## src/rtl/draw_scheduler.sv

```systemverilog
// Frame-level draw scheduler: walks a latched client mask in ascending order, giving each
// client a go/ack handshake and exclusive use of the registered VGA write port.
module draw_scheduler #(
   parameter logic [15:0] TIMEOUT = 16'd8191
) (
   input  logic        clk,
   input  logic        resetn,
   input  logic        frame_tick,
   input  logic        enable,
   input  logic [3:0]  client_mask,
   input  logic        clear_err,
   output logic [3:0]  client_go,
   output logic [3:0]  client_ack,
   input  logic [3:0]  client_done,
   input  logic [3:0]  client_we,
   input  logic [31:0] client_x,
   input  logic [27:0] client_y,
   input  logic [11:0] client_color,
   output logic [7:0]  vga_x,
   output logic [6:0]  vga_y,
   output logic [2:0]  vga_color,
   output logic        vga_we,
   output logic        busy,
   output logic        frame_done,
   output logic        overrun,
   output logic        timeout_err,
   output logic [1:0]  timeout_idx
);

   localparam logic [2:0] S_IDLE      = 3'd0;
   localparam logic [2:0] S_GO        = 3'd1;
   localparam logic [2:0] S_WAIT_DONE = 3'd2;
   localparam logic [2:0] S_RELEASE   = 3'd3;
   localparam logic [2:0] S_FRAME_END = 3'd4;

   logic [2:0]  state_q, state_d;
   logic [1:0]  idx_q, idx_d;
   logic [3:0]  mask_q, mask_d;
   logic [15:0] cnt_q, cnt_d;
   logic [7:0]  vga_x_q, vga_x_d;
   logic [6:0]  vga_y_q, vga_y_d;
   logic [2:0]  vga_color_q, vga_color_d;
   logic        vga_we_q, vga_we_d;
   logic        overrun_q, overrun_d;
   logic        timeout_err_q, timeout_err_d;
   logic [1:0]  timeout_idx_q, timeout_idx_d;

   logic [7:0]  grant_x;
   logic [6:0]  grant_y;
   logic [2:0]  grant_color;
   logic [2:0]  next_sel;
   logic [3:0]  idx_onehot;
   logic        timeout_set;
   logic        overrun_set;

   function automatic logic [1:0] lowest_bit(input logic [3:0] m);
      logic [1:0] r;
      r = 2'd0;
      for (int i = 3; i >= 0; i--) begin
         if (m[i]) r = 2'(i);
      end
      return r;
   endfunction

   // Returns {found, index} of the lowest set mask bit strictly above cur.
   function automatic logic [2:0] next_bit(input logic [3:0] m, input logic [1:0] cur);
      logic [2:0] r;
      r = 3'b000;
      for (int i = 3; i >= 0; i--) begin
         if (m[i] && (i > int'(cur))) r = {1'b1, 2'(i)};
      end
      return r;
   endfunction

   always_comb begin
      grant_x     = client_x[7:0];
      grant_y     = client_y[6:0];
      grant_color = client_color[2:0];
      case (idx_q)
         2'd1: begin
            grant_x     = client_x[15:8];
            grant_y     = client_y[13:7];
            grant_color = client_color[5:3];
         end
         2'd2: begin
            grant_x     = client_x[23:16];
            grant_y     = client_y[20:14];
            grant_color = client_color[8:6];
         end
         2'd3: begin
            grant_x     = client_x[31:24];
            grant_y     = client_y[27:21];
            grant_color = client_color[11:9];
         end
         default: ;
      endcase
   end

   always_comb begin
      state_d       = state_q;
      idx_d         = idx_q;
      mask_d        = mask_q;
      cnt_d         = cnt_q;
      vga_x_d       = vga_x_q;
      vga_y_d       = vga_y_q;
      vga_color_d   = vga_color_q;
      vga_we_d      = 1'b0;
      overrun_d     = overrun_q;
      timeout_err_d = timeout_err_q;
      timeout_idx_d = timeout_idx_q;
      timeout_set   = 1'b0;
      overrun_set   = frame_tick && (state_q != S_IDLE);
      next_sel      = next_bit(mask_q, idx_q);

      case (state_q)
         S_IDLE: begin
            if (frame_tick && enable) begin
               mask_d  = client_mask;
               idx_d   = lowest_bit(client_mask);
               state_d = (client_mask == 4'd0) ? S_FRAME_END : S_GO;
            end
         end
         S_GO: begin
            cnt_d   = 16'd0;
            state_d = S_WAIT_DONE;
         end
         S_WAIT_DONE: begin
            vga_we_d = client_we[idx_q];
            if (client_we[idx_q]) begin
               vga_x_d     = grant_x;
               vga_y_d     = grant_y;
               vga_color_d = grant_color;
            end
            // Done is tested first so a done arriving on the last allowed cycle is not an error.
            if (client_done[idx_q]) begin
               state_d = S_RELEASE;
            end else if (cnt_q == TIMEOUT - 16'd1) begin
               timeout_set   = 1'b1;
               timeout_idx_d = idx_q;
               state_d       = S_RELEASE;
            end else begin
               cnt_d = cnt_q + 16'd1;
            end
         end
         S_RELEASE: begin
            if (next_sel[2]) begin
               idx_d   = next_sel[1:0];
               state_d = S_GO;
            end else begin
               state_d = S_FRAME_END;
            end
         end
         S_FRAME_END: begin
            state_d = S_IDLE;
         end
         default: begin
            state_d = S_IDLE;
         end
      endcase

      if (overrun_set) overrun_d = 1'b1;
      else if (clear_err) overrun_d = 1'b0;

      if (timeout_set) timeout_err_d = 1'b1;
      else if (clear_err) timeout_err_d = 1'b0;
   end

   always_ff @(posedge clk or negedge resetn) begin
      if (!resetn) begin
         state_q       <= S_IDLE;
         idx_q         <= 2'd0;
         mask_q        <= 4'd0;
         cnt_q         <= 16'd0;
         vga_x_q       <= 8'd0;
         vga_y_q       <= 7'd0;
         vga_color_q   <= 3'd0;
         vga_we_q      <= 1'b0;
         overrun_q     <= 1'b0;
         timeout_err_q <= 1'b0;
         timeout_idx_q <= 2'd0;
      end else begin
         state_q       <= state_d;
         idx_q         <= idx_d;
         mask_q        <= mask_d;
         cnt_q         <= cnt_d;
         vga_x_q       <= vga_x_d;
         vga_y_q       <= vga_y_d;
         vga_color_q   <= vga_color_d;
         vga_we_q      <= vga_we_d;
         overrun_q     <= overrun_d;
         timeout_err_q <= timeout_err_d;
         timeout_idx_q <= timeout_idx_d;
      end
   end

   // Pulses are decoded from the registered state, so they are one cycle wide and one-hot.
   assign idx_onehot  = 4'b0001 << idx_q;
   assign client_go   = (state_q == S_GO)      ? idx_onehot : 4'd0;
   assign client_ack  = (state_q == S_RELEASE) ? idx_onehot : 4'd0;
   assign busy        = (state_q != S_IDLE);
   assign frame_done  = (state_q == S_FRAME_END);
   assign vga_x       = vga_x_q;
   assign vga_y       = vga_y_q;
   assign vga_color   = vga_color_q;
   assign vga_we      = vga_we_q;
   assign overrun     = overrun_q;
   assign timeout_err = timeout_err_q;
   assign timeout_idx = timeout_idx_q;

endmodule

```

## config.mk

```make
export PLATFORM = sky130hd
export DESIGN_NAME = draw_scheduler
export DESIGN_NICKNAME = d
export VERILOG_FILES = /design/src/rtl/draw_scheduler.sv
export SDC_FILE = /design/constraint.sdc
export NUM_CORES = 1
export LEC_CHECK = 0
export BUFFER_PORTS_ARGS = -buffer_cell sky130_fd_sc_hd__buf_4
export CORE_MARGIN = 8
export CORE_UTILIZATION = 51
export DETAILED_ROUTE_END_ITERATION = 8
export PLACE_DENSITY = 0.85
export SLEW_MARGIN = 20
export SYNTH_ARGS = -nofsm -noshare
export SYNTH_HDL_FRONTEND = slang
export SYNTH_SLANG_ARGS = --single-unit
```

## constraint.sdc

```tcl
create_clock -name clk -period 4.7 [get_ports clk]
set_input_delay 0.47 -clock clk [delete_from_list [all_inputs] [get_ports clk]]
set_output_delay 0.47 -clock clk [all_outputs]
set_load 0.02 [all_outputs]
```

Word-level counts from Yosys, hierarchy flattened
Index checks and enable logic that the tools add are counted.
- flip-flop bits (word level): 48
- input port bits: 89
- output and inout bits: 33
- add/sub/neg operators: 1
- magnitude comparators: 4
- equality and inequality tests: 13
- shifts and indexed selects: 1
- multiplexer cells: 35
- bitwise operators: 1
- reductions and logical operators: 18
- operator list (cell ; count):
    two-way mux 16 bit ; 2
    case mux 16 bit (2 select lines) ; 1
    two-way mux 3 bit ; 8
    case mux 8 bit (3 select lines) ; 1
    case mux 7 bit (3 select lines) ; 1
    adder 16 x 1 -> 16 bit (second input constant) ; 1
    equality test 16 x 13 -> 1 bit (second input constant) ; 1
    two-way mux 2 bit ; 6
    case mux 3 bit (4 select lines) ; 1
    two-way mux 1 bit ; 9
    case mux 3 bit (3 select lines) ; 1
    AND reduction 3 bit ; 3
    two-way mux 4 bit ; 2
    inequality test 2 bit (second input constant) ; 4
    nonzero test 2 bit ; 4
    equality test 3 x 2 -> 1 bit (second input constant) ; 2
    AND reduction 2 bit ; 3
    logical AND 1 bit ; 5
    binary-select mux 1 bit (select 2 bit) ; 2
    equality test 2 bit (second input constant) ; 2
    > comparator 2 bit (first input constant) ; 2
    zero test 4 bit ; 1
    case mux 2 bit (2 select lines) ; 1
    << shifter 1 x 2 -> 4 bit (first input constant) ; 1
    9 further kinds ; 9

Longest topological paths before layout
- depth in word-level cells: 7
- gate-level depth with buffers: 8
- depth with buffers taken out: 6

Least setup slack after synthesis
OpenSTA, ideal clock, no wires.
- kind: input -> register
- start: in client_done[3]
- end: reg cnt_q[12]
- library setup time: 78 ps
- arrival: 2010 ps
- path slack: 2612 ps
- cell stages on the path: 6
- path buffers: 2
- cells stage by stage: mux4_2 > or2_1 > buf_6 > buf_6 > or4_1 > a21oi_1
- longest elaborated chain between the ends: 4
- RTL lines (item ; RTL line ; source):
    start: declaration ; 14 ; input logic [3:0] client_done,
    binary-select mux 1 bit (select 2 bit) ; 135 ; if (client_done[idx_q]) begin
    two-way mux 1 bit (implied by the code) ; 135 ;
    inequality test 2 bit (no line) ; -- ;
    AND reduction 3 bit (no line) ; -- ;
    end signal: assignment ; 185 ; cnt_q <= cnt_d;
    end: declaration ; 39 ; logic [15:0] cnt_q, cnt_d;
No other way between the ends. The select of a mux whose other input is x is not followed.
A chain may end at the register's enable or synchronous reset.

Final worst setup path
- start: reg idx_q[0]
- end: reg vga_color_q[2] (netlist: vga_color[2])
- longest elaborated chain between the ends: 3
- elaborated cells between the ends (all ways): 7
- classes of those cells: eq/ne (3); mux (3); reduce/logical (1)
- RTL lines (item ; RTL line ; source):
    start: declaration ; 37 ; logic [1:0] idx_q, idx_d;
    start signal: assignment ; 183 ; idx_q <= idx_d;
    binary-select mux 1 bit (select 2 bit) ; 129 ; if (client_we[idx_q]) begin
    two-way mux 1 bit (implied by the code) ; 129 ;
    AND reduction 2 bit (no line) ; -- ;
    end signal: assignment ; 188 ; vga_color_q <= vga_color_d;
    end: declaration ; 42 ; logic [2:0] vga_color_q, vga_color_d;
Parallel ways exist; a longest one is shown, timed or not. The select of a mux whose other input is x is not followed.

==> flow_summary.html <==
<table>
<tr><th>Metric</th><th>Value</th></tr>
<tr><th colspan="2">Placement</th></tr>
<tr><td>Final weighted congestion in routability-driven placement</td><td>0.8782</td></tr>
<tr><td>Instance count after placement with tap cells included</td><td>about 430</td></tr>
<tr><td>Quantity of I/O buffers inserted on ports</td><td>between 100 and 150</td></tr>
<tr><td>Sum of net half-perimeters after detailed placement</td><td>~7000 um</td></tr>
<tr><td>Placed instance area</td><td>3714 um^2</td></tr>
<tr><td>Worst Setup Slack post-DPL</td><td>about 1900 ps</td></tr>
<tr><th colspan="2">Setup path</th></tr>
<tr><td>Element type at the critical path end</td><td>flop</td></tr>
<tr><td>Cells on worst reg2reg path</td><td>4</td></tr>
<tr><td>Number of buffers and inverters on the critical path</td><td>1</td></tr>
<tr><td>R2r startpoint</td><td>idx_q[0]</td></tr>
<tr><td>Req. time, crit path</td><td>about 4900 ps</td></tr>
<tr><td>Reg-to-reg slack, setup</td><td>~2000 ps</td></tr>
<tr><td>Highest net fanout along the worst path</td><td>25</td></tr>
<tr><td>Max incr delay on CP</td><td>approximately 630 ps</td></tr>
<tr><td>Crit path max-delay family</td><td>multiplexers</td></tr>
<tr><td>Data arrival at the endpoint of the critical path</td><td>about 2900 ps</td></tr>
<tr><td>R2r endpoint</td><td>vga_color[2]</td></tr>
<tr><td>Kind of start point of the critical path</td><td>flop</td></tr>
<tr><td>List of cells traversed by the critical path</td><td>buf_4, mux4_2, nand2b_1, mux2_2</td></tr>
<tr><td>Master of the slowest instance on the critical path</td><td>sky130_fd_sc_hd__nand2b_1</td></tr>
<tr><td>Crit Path Category</td><td>reg -&gt; reg</td></tr>
<tr><th colspan="2">Floorplanning</th></tr>
<tr><td>Die Span Y</td><td>roughly 90 um</td></tr>
<tr><td>Die Area</td><td>between 8000 and 9000 um^2</td></tr>
<tr><td>Core area</td><td>between 5000 and 6000 um^2</td></tr>
<tr><td>Top-level I/O count</td><td>122</td></tr>
<tr><td>Row Count</td><td>27</td></tr>
<tr><td>Initial core utilization</td><td>0.5155</td></tr>
<tr><td>Die width</td><td>89.69 um</td></tr>
<tr><th colspan="2">Min path</th></tr>
<tr><td>Worst hold path type</td><td>in -&gt; async</td></tr>
<tr><th colspan="2">STA</th></tr>
<tr><td>Hold Violations, Final</td><td>0</td></tr>
<tr><td>Post-layout minimum cycle time</td><td>roughly 2700 ps</td></tr>
<tr><td>Worst rel slew slack</td><td>0.2794</td></tr>
<tr><td>Final total negative setup slack</td><td>0 ps</td></tr>
<tr><td>Worst-Margin Slew</td><td>1073 ps</td></tr>
<tr><td>Unrepaired setup endpoints after global routing</td><td>false</td></tr>
<tr><td>Final setup vio count</td><td>0</td></tr>
<tr><td>Max Clock Freq</td><td>0.3636 GHz</td></tr>
<tr><td>Worst hold slack after final layout</td><td>between 150 and 200 ps</td></tr>
<tr><td>Pins over their slew limit</td><td>0</td></tr>
<tr><td>PnR worst setup slack</td><td>1950 ps</td></tr>
<tr><td>Fin crit share</td><td>0.5851</td></tr>
<tr><td>Worst setup skew after layout</td><td>6.635 ps</td></tr>
<tr><th colspan="2">Logic synthesis</th></tr>
<tr><td>Number of synthesized register bits</td><td>47</td></tr>
<tr><td>Fraction of the yosys area taken by sequential cells</td><td>0.4248</td></tr>
<tr><td>Synth warnings</td><td>0</td></tr>
<tr><td>Count of different cell masters after synthesis</td><td>38</td></tr>
<tr><td>Post-synthesis net count</td><td>approximately 340</td></tr>
<tr><td>Top flip-flop cell by instance count after synthesis</td><td>sky130_fd_sc_hd__dfrtp_1</td></tr>
<tr><td>Gate count of the mapped netlist</td><td>between 200 and 300</td></tr>
<tr><td>Avg Inst Size Synth</td><td>11.03 um^2</td></tr>
<tr><td>Number of enable flip-flop cells after synthesis</td><td>0</td></tr>
<tr><td>Cell area after synthesis</td><td>approximately 2800 um^2</td></tr>
<tr><td>Fraction of registers with async set or reset after synthesis</td><td>1.000</td></tr>
<tr><th colspan="2">Clock tree</th></tr>
<tr><td># H-tree levels</td><td>2</td></tr>
<tr><td>Buffer count from post-CTS setup fixing</td><td>0</td></tr>
<tr><td>Clock insertion delay at the later pin of the skew report</td><td>~300 ps</td></tr>
<tr><td>Number of buffers added by the clock tree synthesis step</td><td>5</td></tr>
<tr><td>Post-cts gate resize count</td><td>0</td></tr>
<tr><td>Maximum buffer depth of the clock tree</td><td>2</td></tr>
<tr><td>Clock Pin Slew Worst Setup and Hold Paths</td><td>~90 ps</td></tr>
<tr><td>Clock tree from TritonCTS</td><td>done</td></tr>
<tr><td>Number of sinks on the clock net</td><td>between 40 and 50</td></tr>
<tr><td>Root Buffer</td><td>sky130_fd_sc_hd__clkbuf_8</td></tr>
<tr><td>Post-CTS Hold Buffers</td><td>0</td></tr>
<tr><th colspan="2">Status</th></tr>
<tr><td>Run status</td><td>completed</td></tr>
<tr><th colspan="2">Global routing</th></tr>
<tr><td>Maximum number of pins on one net before global-route repair</td><td>48</td></tr>
<tr><td>Antenna violations before repair</td><td>0</td></tr>
<tr><td>Total grt overflow</td><td>0</td></tr>
<tr><td>Tot GR Track Use</td><td>0.2334</td></tr>
<tr><td>Global-route wire length before repair</td><td>between 10000 and 15000 um</td></tr>
<tr><td>Via count of the first global-routing pass</td><td>~2.7k</td></tr>
<tr><th colspan="2">Cells and area</th></tr>
<tr><td>Multi-input combinational cell area</td><td>~1500 um^2</td></tr>
<tr><td>Area Overhead vs Synth</td><td>37.19%</td></tr>
<tr><td>Filler instances</td><td>about 400</td></tr>
<tr><td>Register area</td><td>about 1200 um^2</td></tr>
<tr><td>Number of diodes added for antenna fixing</td><td>0</td></tr>
<tr><td>Proportion of layout cells with a drive suffix above 1</td><td>0.4348</td></tr>
<tr><td>Number of standard cells in the layout, taps in and fillers out</td><td>between 400 and 500</td></tr>
<tr><td>Final design instance area without fill</td><td>between 3000 and 4000 um^2</td></tr>
<tr><td>NumNets Final</td><td>458</td></tr>
<tr><th colspan="2">Routing</th></tr>
<tr><td>Average routed wire per standard cell</td><td>about 20 um</td></tr>
<tr><td>Highest metal layer used by the detailed router</td><td>met4</td></tr>
<tr><td>Detailed-route wire length on metal 1</td><td>~3200 um</td></tr>
<tr><td>Total DRC errors in the routed layout</td><td>0</td></tr>
<tr><td>Via total after detailed routing</td><td>~2.6k</td></tr>
<tr><td>Amount of wire on met2 after detailed routing</td><td>approximately 4600 um</td></tr>
<tr><td>DR WL met3</td><td>around 520 um</td></tr>
<tr><td>Residual antenna-violating net count after detailed routing</td><td>0</td></tr>
<tr><td>Detailed router's first-iteration violation count</td><td>just over 300</td></tr>
<tr><td>Drt total wl</td><td>slightly below 9000 um</td></tr>
<tr><td>Routed vias/inst</td><td>a little under 6</td></tr>
<tr><td>First-pass detailed-route iteration total</td><td>5</td></tr>
<tr><th colspan="2">Power</th></tr>
<tr><td>Pwr per Cell Area</td><td>around 510 nW/um^2</td></tr>
<tr><td>Worst-case vdd ir drop</td><td>0.0002989 V</td></tr>
<tr><td>Leak pwr</td><td>around 1.7 nW</td></tr>
<tr><th colspan="2">Flow run</th></tr>
<tr><td>Max-cap violations</td><td>0</td></tr>
</table>
-- area by class of cell --
class | count | share of cell area
timing repair buffer | 124 | 0.2451
clock buffer | 6 | 0.01910
tap | 72 | 0.02372
inverter | 12 | 0.01186
sequential | 47 | 0.3096
clock inverter | 2 | 0.003294
multi-input combinational | 177 | 0.3874
-- synthesized netlist by cell type, types with 7 or more instances --
cell type                 count  area share
sky130_fd_sc_hd__dfrtp_1     47        0.42
sky130_fd_sc_hd__o21ai_0      7       0.013
sky130_fd_sc_hd__nand2_1     20       0.027
sky130_fd_sc_hd__nor3_1       7       0.013
sky130_fd_sc_hd__nand3_1     10       0.018
sky130_fd_sc_hd__mux2_2       9       0.037
sky130_fd_sc_hd__or4_1       12       0.033
sky130_fd_sc_hd__mux2_1      10       0.041
sky130_fd_sc_hd__mux4_2      20        0.16
sky130_fd_sc_hd__nor2_1      18       0.024
sky130_fd_sc_hd__a21oi_1     10       0.018
sky130_fd_sc_hd__inv_1       12       0.016
sky130_fd_sc_hd__o31ai_1      8       0.022
-- sequential cells by signal (all words and copies together), names as in the netlist --
signal and count:
overrun 1, vga_color 3, cnt_q 16, vga_we 1
timeout_err 1, state_q 3, mask_q 3, idx_q 2
vga_y 7, vga_x 8, timeout_idx 2
-- worst reg2reg max path: stages (launching register included) --
cell and delay (ps):
sky130_fd_sc_hd__dfrtp_1 590, sky130_fd_sc_hd__buf_4 420, sky130_fd_sc_hd__mux4_2 570, sky130_fd_sc_hd__nand2b_1 630
sky130_fd_sc_hd__mux2_2 420
-- logic make-up after synthesis --
group           Yosys count  share of synthesized area
fa+ha+maj                 2                   0.009036
flops                    47                     0.4248
mux                      42                     0.2508
buf+inv                  27                    0.04383
simple gates             91                     0.1713
compound gates           42                     0.1003
-- metal layers --
metal  up-vias  track usage
met5         -            0
met4         0       0.1329
met3        26      0.04914
li1       1201            -
met1      1271       0.2607
met2       106       0.4037
-- worst max-delay path by stage --
stage	start	endpoint	slack [ps]	cells after the start
finish	idx_q[0]	vga_color[2]	1950	4
global route	idx_q[0]	vga_color[2]	1740	4
CTS	idx_q[0]	vga_color[2]	1900	4
detailed placement	idx_q[0]	vga_y[1]	1920	4
global placement	idx_q[0]	vga_y[2]	2020	4
floorplan	client_done[3]	cnt_q[12]	2610	6
-- metrics by stage --
step | utilization | total power, mW
after floorplan | - | 1.346
after global placement | 0.6914 | 1.683
after detailed placement | 0.6914 | 1.723
after CTS | 0.7072 | 1.967
after global routing | 0.7072 | 2.076
final | 0.7072 | 1.950
-- layout by cell type, fill, tap and decap left out, types with 2 or more instances in the layout --
| cell | synthesis | layout |
|---|---|---|
| sky130_fd_sc_hd__buf_4 | 0 | 124 |
| sky130_fd_sc_hd__dfrtp_1 | 47 | 47 |
| sky130_fd_sc_hd__nand2_1 | 20 | 20 |
| sky130_fd_sc_hd__mux4_2 | 20 | 20 |
| sky130_fd_sc_hd__nor2_1 | 18 | 18 |
| sky130_fd_sc_hd__inv_1 | 12 | 12 |
| sky130_fd_sc_hd__or4_1 | 12 | 12 |
| sky130_fd_sc_hd__nand3_1 | 10 | 10 |
| sky130_fd_sc_hd__a21oi_1 | 10 | 10 |
| sky130_fd_sc_hd__mux2_1 | 10 | 10 |
| sky130_fd_sc_hd__mux2_2 | 9 | 9 |
| sky130_fd_sc_hd__o31ai_1 | 8 | 8 |
| sky130_fd_sc_hd__nor3_1 | 7 | 7 |
| sky130_fd_sc_hd__o21ai_0 | 7 | 7 |
| sky130_fd_sc_hd__or3_1 | 6 | 6 |
| sky130_fd_sc_hd__clkbuf_8 | 0 | 5 |
| sky130_fd_sc_hd__nand4_1 | 4 | 4 |
| sky130_fd_sc_hd__nor4_1 | 4 | 4 |
| sky130_fd_sc_hd__o21ai_1 | 4 | 4 |
| sky130_fd_sc_hd__nand2b_1 | 3 | 3 |
| sky130_fd_sc_hd__mux2i_1 | 3 | 3 |
| sky130_fd_sc_hd__or2_1 | 2 | 2 |
| sky130_fd_sc_hd__o311ai_1 | 2 | 2 |
| sky130_fd_sc_hd__a41oi_1 | 2 | 2 |
| sky130_fd_sc_hd__and3_1 | 2 | 2 |
| sky130_fd_sc_hd__o311ai_0 | 2 | 2 |
| sky130_fd_sc_hd__a2111oi_0 | 2 | 2 |
| sky130_fd_sc_hd__ha_1 | 2 | 2 |
-- report_power, final --
part | leakage (nW) | switching (mW) | internal (mW)
Sequential | 0.602 | 0.106 | 0.536
Clock | 0.0412 | 0.139 | 0.104
Combinational | 1.05 | 0.561 | 0.505
Power figures use the tool's default switching activity.
